--- config.mk ---
export PLATFORM = sky130hd
export DESIGN_NAME = otter_lsu_align
export DESIGN_NICKNAME = d
export VERILOG_FILES = /design/src/rtl/otter_lsu_align.sv
export SDC_FILE = /design/constraint.sdc
export NUM_CORES = 1
export LEC_CHECK = 0
export ABC_AREA = 0
export BUFFER_PORTS_ARGS = -buffer_cell sky130_fd_sc_hd__buf_2
export CAP_MARGIN = 20
export CORE_AREA = 3 3 129 162
export CTS_CLUSTER_DIAMETER = 200
export DETAILED_ROUTE_END_ITERATION = 7
export DIE_AREA = 0 0 132 165
export PLACE_DENSITY = 0.78
export SLEW_MARGIN = 20
export SYNTH_ARGS = -nofsm -noshare
export SYNTH_HDL_FRONTEND = slang
export SYNTH_SLANG_ARGS = --single-unit
--- constraint.sdc ---
create_clock -name clk -period 3.78 [get_ports clk]
set_clock_uncertainty 0.05 [all_clocks]
set_input_delay 0.189 -clock clk [delete_from_list [all_inputs] [get_ports clk]]
set_output_delay 0.189 -clock clk [all_outputs]
set_load 0.01 [all_outputs]
--- src/rtl/otter_lsu_align.sv ---
// Load/store alignment unit for the OTTER data port: splits word-crossing
// accesses, merges split reads and applies lb/lh/lw/lbu/lhu extension.
module otter_lsu_align #(
    parameter logic [31:0] IO_BASE = 32'h11000000
) (
    input  logic        clk,
    input  logic        rst_n,
    input  logic        req_valid,
    output logic        req_ready,
    input  logic        req_we,
    input  logic [31:0] req_addr,
    input  logic [31:0] req_wdata,
    input  logic [1:0]  req_size,
    input  logic        req_sign,
    output logic        rsp_valid,
    output logic [31:0] rsp_rdata,
    output logic        rsp_err,
    output logic [31:0] mem_addr2,
    output logic [31:0] mem_din2,
    output logic        mem_write2,
    output logic        mem_read2,
    output logic [1:0]  mem_size,
    output logic        mem_sign,
    input  logic [31:0] mem_dout2
);

    typedef enum logic [2:0] {
        IDLE,
        RD0,
        RD1,
        WR,
        WRB
    } state_t;

    state_t      state, state_n;

    logic [31:0] addr_q, addr_n;
    logic [31:0] wdata_q, wdata_n;
    logic [1:0]  size_q, size_n;
    logic        sign_q, sign_n;
    logic        mmio_q, mmio_n;
    logic        cross_q, cross_n;
    logic [31:0] lo_q, lo_n;
    logic [2:0]  cnt_q, cnt_n;

    logic [31:0] addr2_n;
    logic [31:0] din2_n;
    logic        write2_n;
    logic        read2_n;
    logic [1:0]  size2_n;
    logic        rsp_valid_n;
    logic        rsp_err_n;
    logic [31:0] rdata_n;

    logic        req_mmio;
    logic        req_cross;
    logic [31:0] base_word;
    logic [2:0]  byte_last;

    // pair holds {hi,lo}; MMIO words bypass shifting and extension entirely
    function automatic logic [31:0] load_result(
        input logic [63:0] pair,
        input logic [1:0]  off,
        input logic [1:0]  size,
        input logic        uns,
        input logic        mmio
    );
        logic [31:0] w;
        w = 32'(pair >> {off, 3'b000});
        if (mmio) begin
            return pair[31:0];
        end
        case (size)
            2'd0:    return uns ? {24'b0, w[7:0]}  : {{24{w[7]}}, w[7:0]};
            2'd1:    return uns ? {16'b0, w[15:0]} : {{16{w[15]}}, w[15:0]};
            default: return w;
        endcase
    endfunction

    assign req_ready = (state == IDLE);
    assign mem_sign  = 1'b0;

    assign req_mmio  = (req_addr >= IO_BASE);
    assign req_cross = !req_mmio &&
                       (((req_size == 2'd1) && (req_addr[1:0] == 2'd3)) ||
                        ((req_size == 2'd2) && (req_addr[1:0] != 2'd0)));
    assign base_word = {addr_q[31:2], 2'b00};
    assign byte_last = (size_q == 2'd1) ? 3'd2 : 3'd4;

    always_comb begin
        state_n     = state;
        addr_n      = addr_q;
        wdata_n     = wdata_q;
        size_n      = size_q;
        sign_n      = sign_q;
        mmio_n      = mmio_q;
        cross_n     = cross_q;
        lo_n        = lo_q;
        cnt_n       = cnt_q;
        addr2_n     = '0;
        din2_n      = '0;
        write2_n    = 1'b0;
        read2_n     = 1'b0;
        size2_n     = 2'd0;
        rsp_valid_n = 1'b0;
        rsp_err_n   = 1'b0;
        rdata_n     = '0;

        case (state)
            IDLE: begin
                if (req_valid) begin
                    if ((req_size == 2'd3) || (req_mmio && (req_addr[1:0] != 2'd0))) begin
                        rsp_valid_n = 1'b1;
                        rsp_err_n   = 1'b1;
                    end else begin
                        addr_n  = req_addr;
                        wdata_n = req_wdata;
                        size_n  = req_size;
                        sign_n  = req_sign;
                        mmio_n  = req_mmio;
                        cross_n = req_cross;
                        if (!req_we) begin
                            state_n = RD0;
                            read2_n = 1'b1;
                            addr2_n = {req_addr[31:2], 2'b00};
                            size2_n = 2'd2;
                        end else if (req_cross) begin
                            // first byte goes out now; cnt names the next byte to issue
                            state_n  = WRB;
                            write2_n = 1'b1;
                            addr2_n  = req_addr;
                            size2_n  = 2'd0;
                            din2_n   = {24'b0, req_wdata[7:0]};
                            cnt_n    = 3'd1;
                        end else begin
                            state_n  = WR;
                            write2_n = 1'b1;
                            addr2_n  = req_addr;
                            size2_n  = req_size;
                            din2_n   = req_wdata;
                        end
                    end
                end
            end

            RD0: begin
                lo_n = mem_dout2;
                if (cross_q) begin
                    state_n = RD1;
                    read2_n = 1'b1;
                    addr2_n = base_word + 32'd4;
                    size2_n = 2'd2;
                end else begin
                    state_n     = IDLE;
                    rsp_valid_n = 1'b1;
                    rdata_n     = load_result({32'b0, mem_dout2}, addr_q[1:0],
                                              size_q, sign_q, mmio_q);
                end
            end

            RD1: begin
                state_n     = IDLE;
                rsp_valid_n = 1'b1;
                rdata_n     = load_result({mem_dout2, lo_q}, addr_q[1:0],
                                          size_q, sign_q, mmio_q);
            end

            WR: begin
                state_n     = IDLE;
                rsp_valid_n = 1'b1;
            end

            WRB: begin
                if (cnt_q == byte_last) begin
                    state_n     = IDLE;
                    rsp_valid_n = 1'b1;
                end else begin
                    write2_n = 1'b1;
                    size2_n  = 2'd0;
                    addr2_n  = addr_q + {29'b0, cnt_q};
                    din2_n   = {24'b0, 8'(wdata_q >> {cnt_q[1:0], 3'b000})};
                    cnt_n    = cnt_q + 3'd1;
                end
            end

            default: begin
                state_n = IDLE;
            end
        endcase
    end

    always_ff @(posedge clk) begin
        if (!rst_n) begin
            state      <= IDLE;
            addr_q     <= '0;
            wdata_q    <= '0;
            size_q     <= 2'd0;
            sign_q     <= 1'b0;
            mmio_q     <= 1'b0;
            cross_q    <= 1'b0;
            lo_q       <= '0;
            cnt_q      <= 3'd0;
            mem_addr2  <= '0;
            mem_din2   <= '0;
            mem_write2 <= 1'b0;
            mem_read2  <= 1'b0;
            mem_size   <= 2'd0;
            rsp_valid  <= 1'b0;
            rsp_err    <= 1'b0;
            rsp_rdata  <= '0;
        end else begin
            state      <= state_n;
            addr_q     <= addr_n;
            wdata_q    <= wdata_n;
            size_q     <= size_n;
            sign_q     <= sign_n;
            mmio_q     <= mmio_n;
            cross_q    <= cross_n;
            lo_q       <= lo_n;
            cnt_q      <= cnt_n;
            mem_addr2  <= addr2_n;
            mem_din2   <= din2_n;
            mem_write2 <= write2_n;
            mem_read2  <= read2_n;
            mem_size   <= size2_n;
            rsp_valid  <= rsp_valid_n;
            rsp_err    <= rsp_err_n;
            rsp_rdata  <= rdata_n;
        end
    end

endmodule
* Word level (Yosys, flattened, before mapping)
Cells that the tools add are included.
** Storage, ports and cells
- Word-level logic and storage cells :: 120
- Output and inout bits :: 104
- Input port bits :: 103
- Flip-flop bits (word level) :: 209
** Cells by class
- Add/subtract/negate cells :: 3
- Bitwise gates (word level) :: 1
- Mux-type cells :: 63
- Shifts and indexed selects :: 3
- Eq/ne operators :: 16
- Reductions and logical operators :: 16
- $lt $le $gt $ge :: 1
** Operators by type and width (count)
- 32-bit two-way mux :: 17
- 32-bit one-hot mux with 2 select lines :: 4
- 32-bit one-hot mux with 3 select lines :: 1
- 64-bit by 5-bit >> shifter with 32-bit output :: 1
- 3-bit two-way mux :: 11
- 32-bit by 3-bit adder with 32-bit output :: 1
- 32-bit by 3-bit adder with 32-bit output (second input constant) :: 1
- 32-bit by 29-bit greater-or-equal comparator with 1-bit output (second input constant) :: 1
- 32-bit by 5-bit >> shifter with 32-bit output :: 1
- 32-bit by 5-bit >> shifter with 8-bit output :: 1
- 1-bit two-way mux :: 16
- 2-bit two-way mux :: 7
- 3-bit one-hot mux with 3 select lines :: 1
- 8-bit two-way mux :: 1
- 2-bit != test (second input constant) :: 4
- 2-bit == test (second input constant) :: 3
- 3-bit by 2-bit == test with 1-bit output (second input constant) :: 2
- 3-bit one-hot mux with 2 select lines :: 1
- 3-bit AND reduction :: 2
- 6-bit AND reduction :: 1
- 2-bit by 1-bit == test with 1-bit output (second input constant) :: 2
- 1-bit logical AND :: 4
- 2-bit by 1-bit != test with 1-bit output (second input constant) :: 2
- 1-bit one-hot mux with 2 select lines :: 2
- other kinds (14) :: 16

* Depth between registers and ports, before layout
- Depth after elaboration :: 9
- Mapped depth :: 9
- Mapped depth without buffers :: 9

* Worst setup path after synthesis
No wires, ideal clock.
- Path kind :: register to register
- From :: register cnt_q[1]
- To :: register mem_addr2[12]
- Buffers on the path :: 1
- Slack :: 1045 ps
- Clock period less this slack :: 2735 ps
- Data arrival time :: 2611 ps
- Data required time :: 3656 ps
- Cell stages (with the launch flop) :: 9
- Setup time :: 74 ps
- Cell sequence :: dfxtp_1 clkbuf_1 inv_1 fa_1 nor2b_1 o21ai_0 o22ai_1 or4b_1 a31oi_1
** Between the ends
- Longest elaborated chain between the ends :: 3
- Elaborated cells between the ends (all ways) :: 4
- Those cells by class :: add/sub (1); eq/ne (1); mux (2)
** Ends and longest elaborated chain
- start: declaration :: line 44 : logic [2:0] cnt_q, cnt_n;
- start signal: assignment :: line 220 : cnt_q <= cnt_n;
- 32-bit by 3-bit adder with 32-bit output / 3-bit == test (equally long branches) :: line 180, 174
- 32-bit two-way mux * :: line 174 : if (cnt_q == byte_last) begin
- 32-bit one-hot mux with 3 select lines * :: line 109 : case (state)
- end signal: assignment :: line 221 : mem_addr2 <= addr2_n;
- end: declaration :: line 18 : output logic [31:0] mem_addr2,
Every way passes the cells marked *; elsewhere a longest branch is shown, timed or not.
A chain may end at the register's enable or synchronous reset.

* Final worst setup path
- From :: input port req_addr[24]
- To :: register mem_din2[31]
** Between the ends
- Longest elaborated chain between the ends :: 8
- Elaborated cells between the ends (all ways) :: 10
- Those cells by class :: order compare (1); mux (5); reduce/logical (4)
** Ends and longest elaborated chain
- start: declaration :: line 11 : input logic [31:0] req_addr,
- 32-bit by 29-bit greater-or-equal comparator with 1-bit output * :: line 83 : assign req_mmio = (req_addr >= IO_BASE);
- 1-bit logical NOT :: line 84 : assign req_cross = !req_mmio &&
- 1-bit logical AND :: line 84
- 32-bit two-way mux :: line 127 : end else if (req_cross) begin
- 32-bit two-way mux :: line 122 : if (!req_we) begin
- 32-bit two-way mux * :: line 112 : if ((req_size == 2'd3) || (req_mmio && (req_addr[1:0] != 2'd0))) begin
- 32-bit two-way mux * :: line 111 : if (req_valid) begin
- 32-bit one-hot mux with 2 select lines * :: line 109
- end signal: assignment :: line 222 : mem_din2 <= din2_n;
- end: declaration :: line 19 : output logic [31:0] mem_din2,
Marked as above.

==> qor.csv <==
stage,metric,value,unit
cts,"Reg clk slew, reported paths",60,ps
synthesis,synthesized flop and latch total,209,
cts,CTS buffer count,21,
sta,Slew Limit Fails,0,
synthesis,Mapped Nets,1376,
power_and_ir_drop,Tot Pwr,5040,uW
layout,area grow syn2layout,27.8,%
global_route,largest net degree at the start of global routing,86,
setup_path,FF-to-FF Start,addr_q[1]$_SDFFE_PN0P_,
route,DRC,0,
setup_path,CP dominant cell by count,nand2_1,
synthesis,cells after synthesis,1267,
cts,clock buffer depth,3,
setup_path,crit path max-delay cell type,nand2_1,
placement,Placer Congestion,0.958,
setup_path,Crit path max-delay family,simple AND/OR/NAND/NOR gates,
synthesis,mapped cell area,10200,um^2
setup_path,CP Launch Type,input port,
layout,Reg area,4190,um^2
route,Iteration-0 DRC Markers,1397,
global_route,total gr overflow,0,
synthesis,top_reg_cell synth,dfxtp_1,
synthesis,Yosys top cell by area,dfxtp_1,
layout,area of the multi-input gates,5600,um^2
route,DR WL/cell,19.5,um
sta,setup TNS,0,ps
floorplan,area of the core,19500,um^2
route,routed via count,10954,
sta,RSZ-0062 raised after global routing,false,
floorplan,initial core utilization,52.4,%
synthesis,top cell type's share of synthesized area,41.0,%
sta,slew margin rel.,31.7,%
flow_run,Max Cap Viol,0,
synthesis,"count leader, synth",nand2_1,
synthesis,"EDFF count, synth",0,
route,drt pass-1 iters,6,
route,routed vias/inst,6.12,
setup_path,crit path buf inv count,2,
floorplan,die area,21800,um^2
setup_path,Setup crit start,req_addr[24],
synthesis,syn_area_per_cell,8.06,um^2
worst_hold_path,HP Class,in -> reg,
synthesis,top area cells in the synthesized netlist,"dfxtp_1, nand2_1, a21oi_1",
floorplan,placement row count,57,
cts,TritonCTS clock tree,done,
global_route,first-pass GRT wire length,55000,um
sta,Max Freq,347,MHz
placement,Port Buffers,205,
layout,Final nets,1621,
sta,Tcrit/Tclk final,76.2,%
cts,hold_buf cts,102,
global_route,vias in the first global route,10661,
layout,# diodes,0,
layout,Fill cells,1606,
cts,H-tree levels,1,
global_route,initial antenna violation count,0,
setup_path,Setup crit end kind,flop,
sta,minimum clock period,2880,ps
global_route,Total Routing Usage GR,30.8,%
placement,hpwl dp,22800,um
layout,layout cells sized above 1,19.9,%
synthesis,ys async rst share,0,%
setup_path,Crit Path Max Fanout,23,
synthesis,Yosys warnings,0,
floorplan,# IOs,207,
floorplan,Die Ht,165,um
power_and_ir_drop,maximum VDD drop,343,uV
sta,Worst-Margin Slew,1020,ps
worst_hold_path,Hold Crit Start,req_we,
cts,clk root buf,clkbuf_16,
setup_path,CP arrival,3180,ps
route,total routed wirelength,34800,um
cts,post-cts sizing count,0,
setup_path,Worst EP required,4080,ps
cts,Clock Latency Late Sink,510,ps
cts,clock sink total,209,
sta,Final setup viols,0,
sta,final hold vios,0,
floorplan,die width,132,um
setup_path,critical path start-end classification,in -> reg,
power_and_ir_drop,LEAKAGE,0.00497,uW
setup_path,crit-path cells,dlygate4sd3_1 > buf_2 > or4_4 > a2111oi_4 > nand2_1 > nand2_1 > nor3_1,
synthesis,Post-synth top cells,"nand2_1, dfxtp_1, a21oi_1, clkbuf_1, nor2_1",
route,Final ANT Viol Nets,0,
run_status,status,"complete, no violations",
setup_path,Max stage delay on crit path,700,ps
power_and_ir_drop,PD cells,386,nW/um^2
synthesis,sequential area share after synthesis,41.0,%
synthesis,post-synth cell types,67,
cts,"Setup Fix Bufs, Post-CTS",0,
## area by class of cell
type                       instances  share of cell area [%]
clock buffer                      29                    4.56
clock inverter                     7                   0.710
inverter                           9                   0.259
multi-input combinational        942                    42.9
sequential                       209                    32.1
tap                              265                    2.54
timing repair buffer             329                    17.0
## worst paths after layout
check	slack (ps)	depth (start not counted)	endpoint
max reg2reg	980	6	rsp_rdata[15]$_SDFF_PN0_
min	120	2	state[0]$_SDFFE_PN0P_
min reg2reg	400	2	wdata_q[21]$_SDFFE_PN0P_
max	900	7	mem_din2[31]$_SDFF_PN0_
## stage by stage
| step | instances | setup WS (ps) | cell area, um^2 | hold slack (ps) | util (%) |
|---|---|---|---|---|---|
| after global placement | 1652 | 1080 | 11300 | 382 | 58.2 |
| after floorplan | 1267 | 1040 | 10200 | 257 | - |
| after detailed placement | 1652 | 1000 | 11300 | 393 | 58.2 |
| after CTS | 1790 | 968 | 13000 | 84.2 | 67.0 |
| after global routing | 1790 | 806 | 13000 | 119 | 67.0 |
| final | 1790 | 901 | 13000 | 115 | 67.0 |
## flip-flops by register name, summed over array words and instances (netlist names), 2 cells and up
register / flops
mem_din2: 32
cnt_q: 3
lo_q: 32
addr_q: 32
rsp_rdata: 32
state: 3
wdata_q: 32
mem_size: 2
size_q: 2
mem_addr2: 32
## layer usage
layer / wire, um / track usage, % / vias up
li1: - / - / 5034
met1: 12800 / 36.0 / 5073
met2: 17700 / 55.8 / 695
met3: 2710 / 4.33 / 152
met4: 1580 / 14.4 / 0
met5: 0 / 0 / -
## power breakdown
group,total [uW],switching (uW),internal (uW)
combinational,619,358,261
clock,2110,874,1240
sequential,2310,51.3,2250
total,5040,1280,3750
## logic make-up after synthesis
logic type      Yosys count  synth area share, %
flops                   209                 41.0
buf+inv                 116                 4.55
compound gates          366                 21.9
xor+xnor                 23                 1.97
simple gates            489                 21.3
other cells               1               0.0367
mux                      57                 8.47
fa+ha+maj                 6                0.809
## cell usage in the layout (no fill, tap or decap), types with 5 or more instances in the layout
cell type	count
and3_1	10
dlygate4sd3_1	102
nand3_1	21
nor2_1	74
o21ai_0	52
a21oi_1	166
a211oi_1	12
o32a_1	5
o221ai_1	6
a221oi_1	14
mux4_2	23
mux2i_1	29
nand2_1	269
inv_1	8
mux2_2	5
and2_1	6
nor2b_1	11
or3_1	7
a31oi_1	27
clkbuf_16	21
buf_2	205
xnor2_1	10
dfxtp_1	207
o22ai_1	28
xor2_1	13
a32oi_1	11
a22oi_1	6
nor4_1	7
nand4_1	11
nand2b_1	12
ha_1	5
a222oi_1	5
buf_4	22
nor3_1	38
Power figures use the tool's default switching activity.
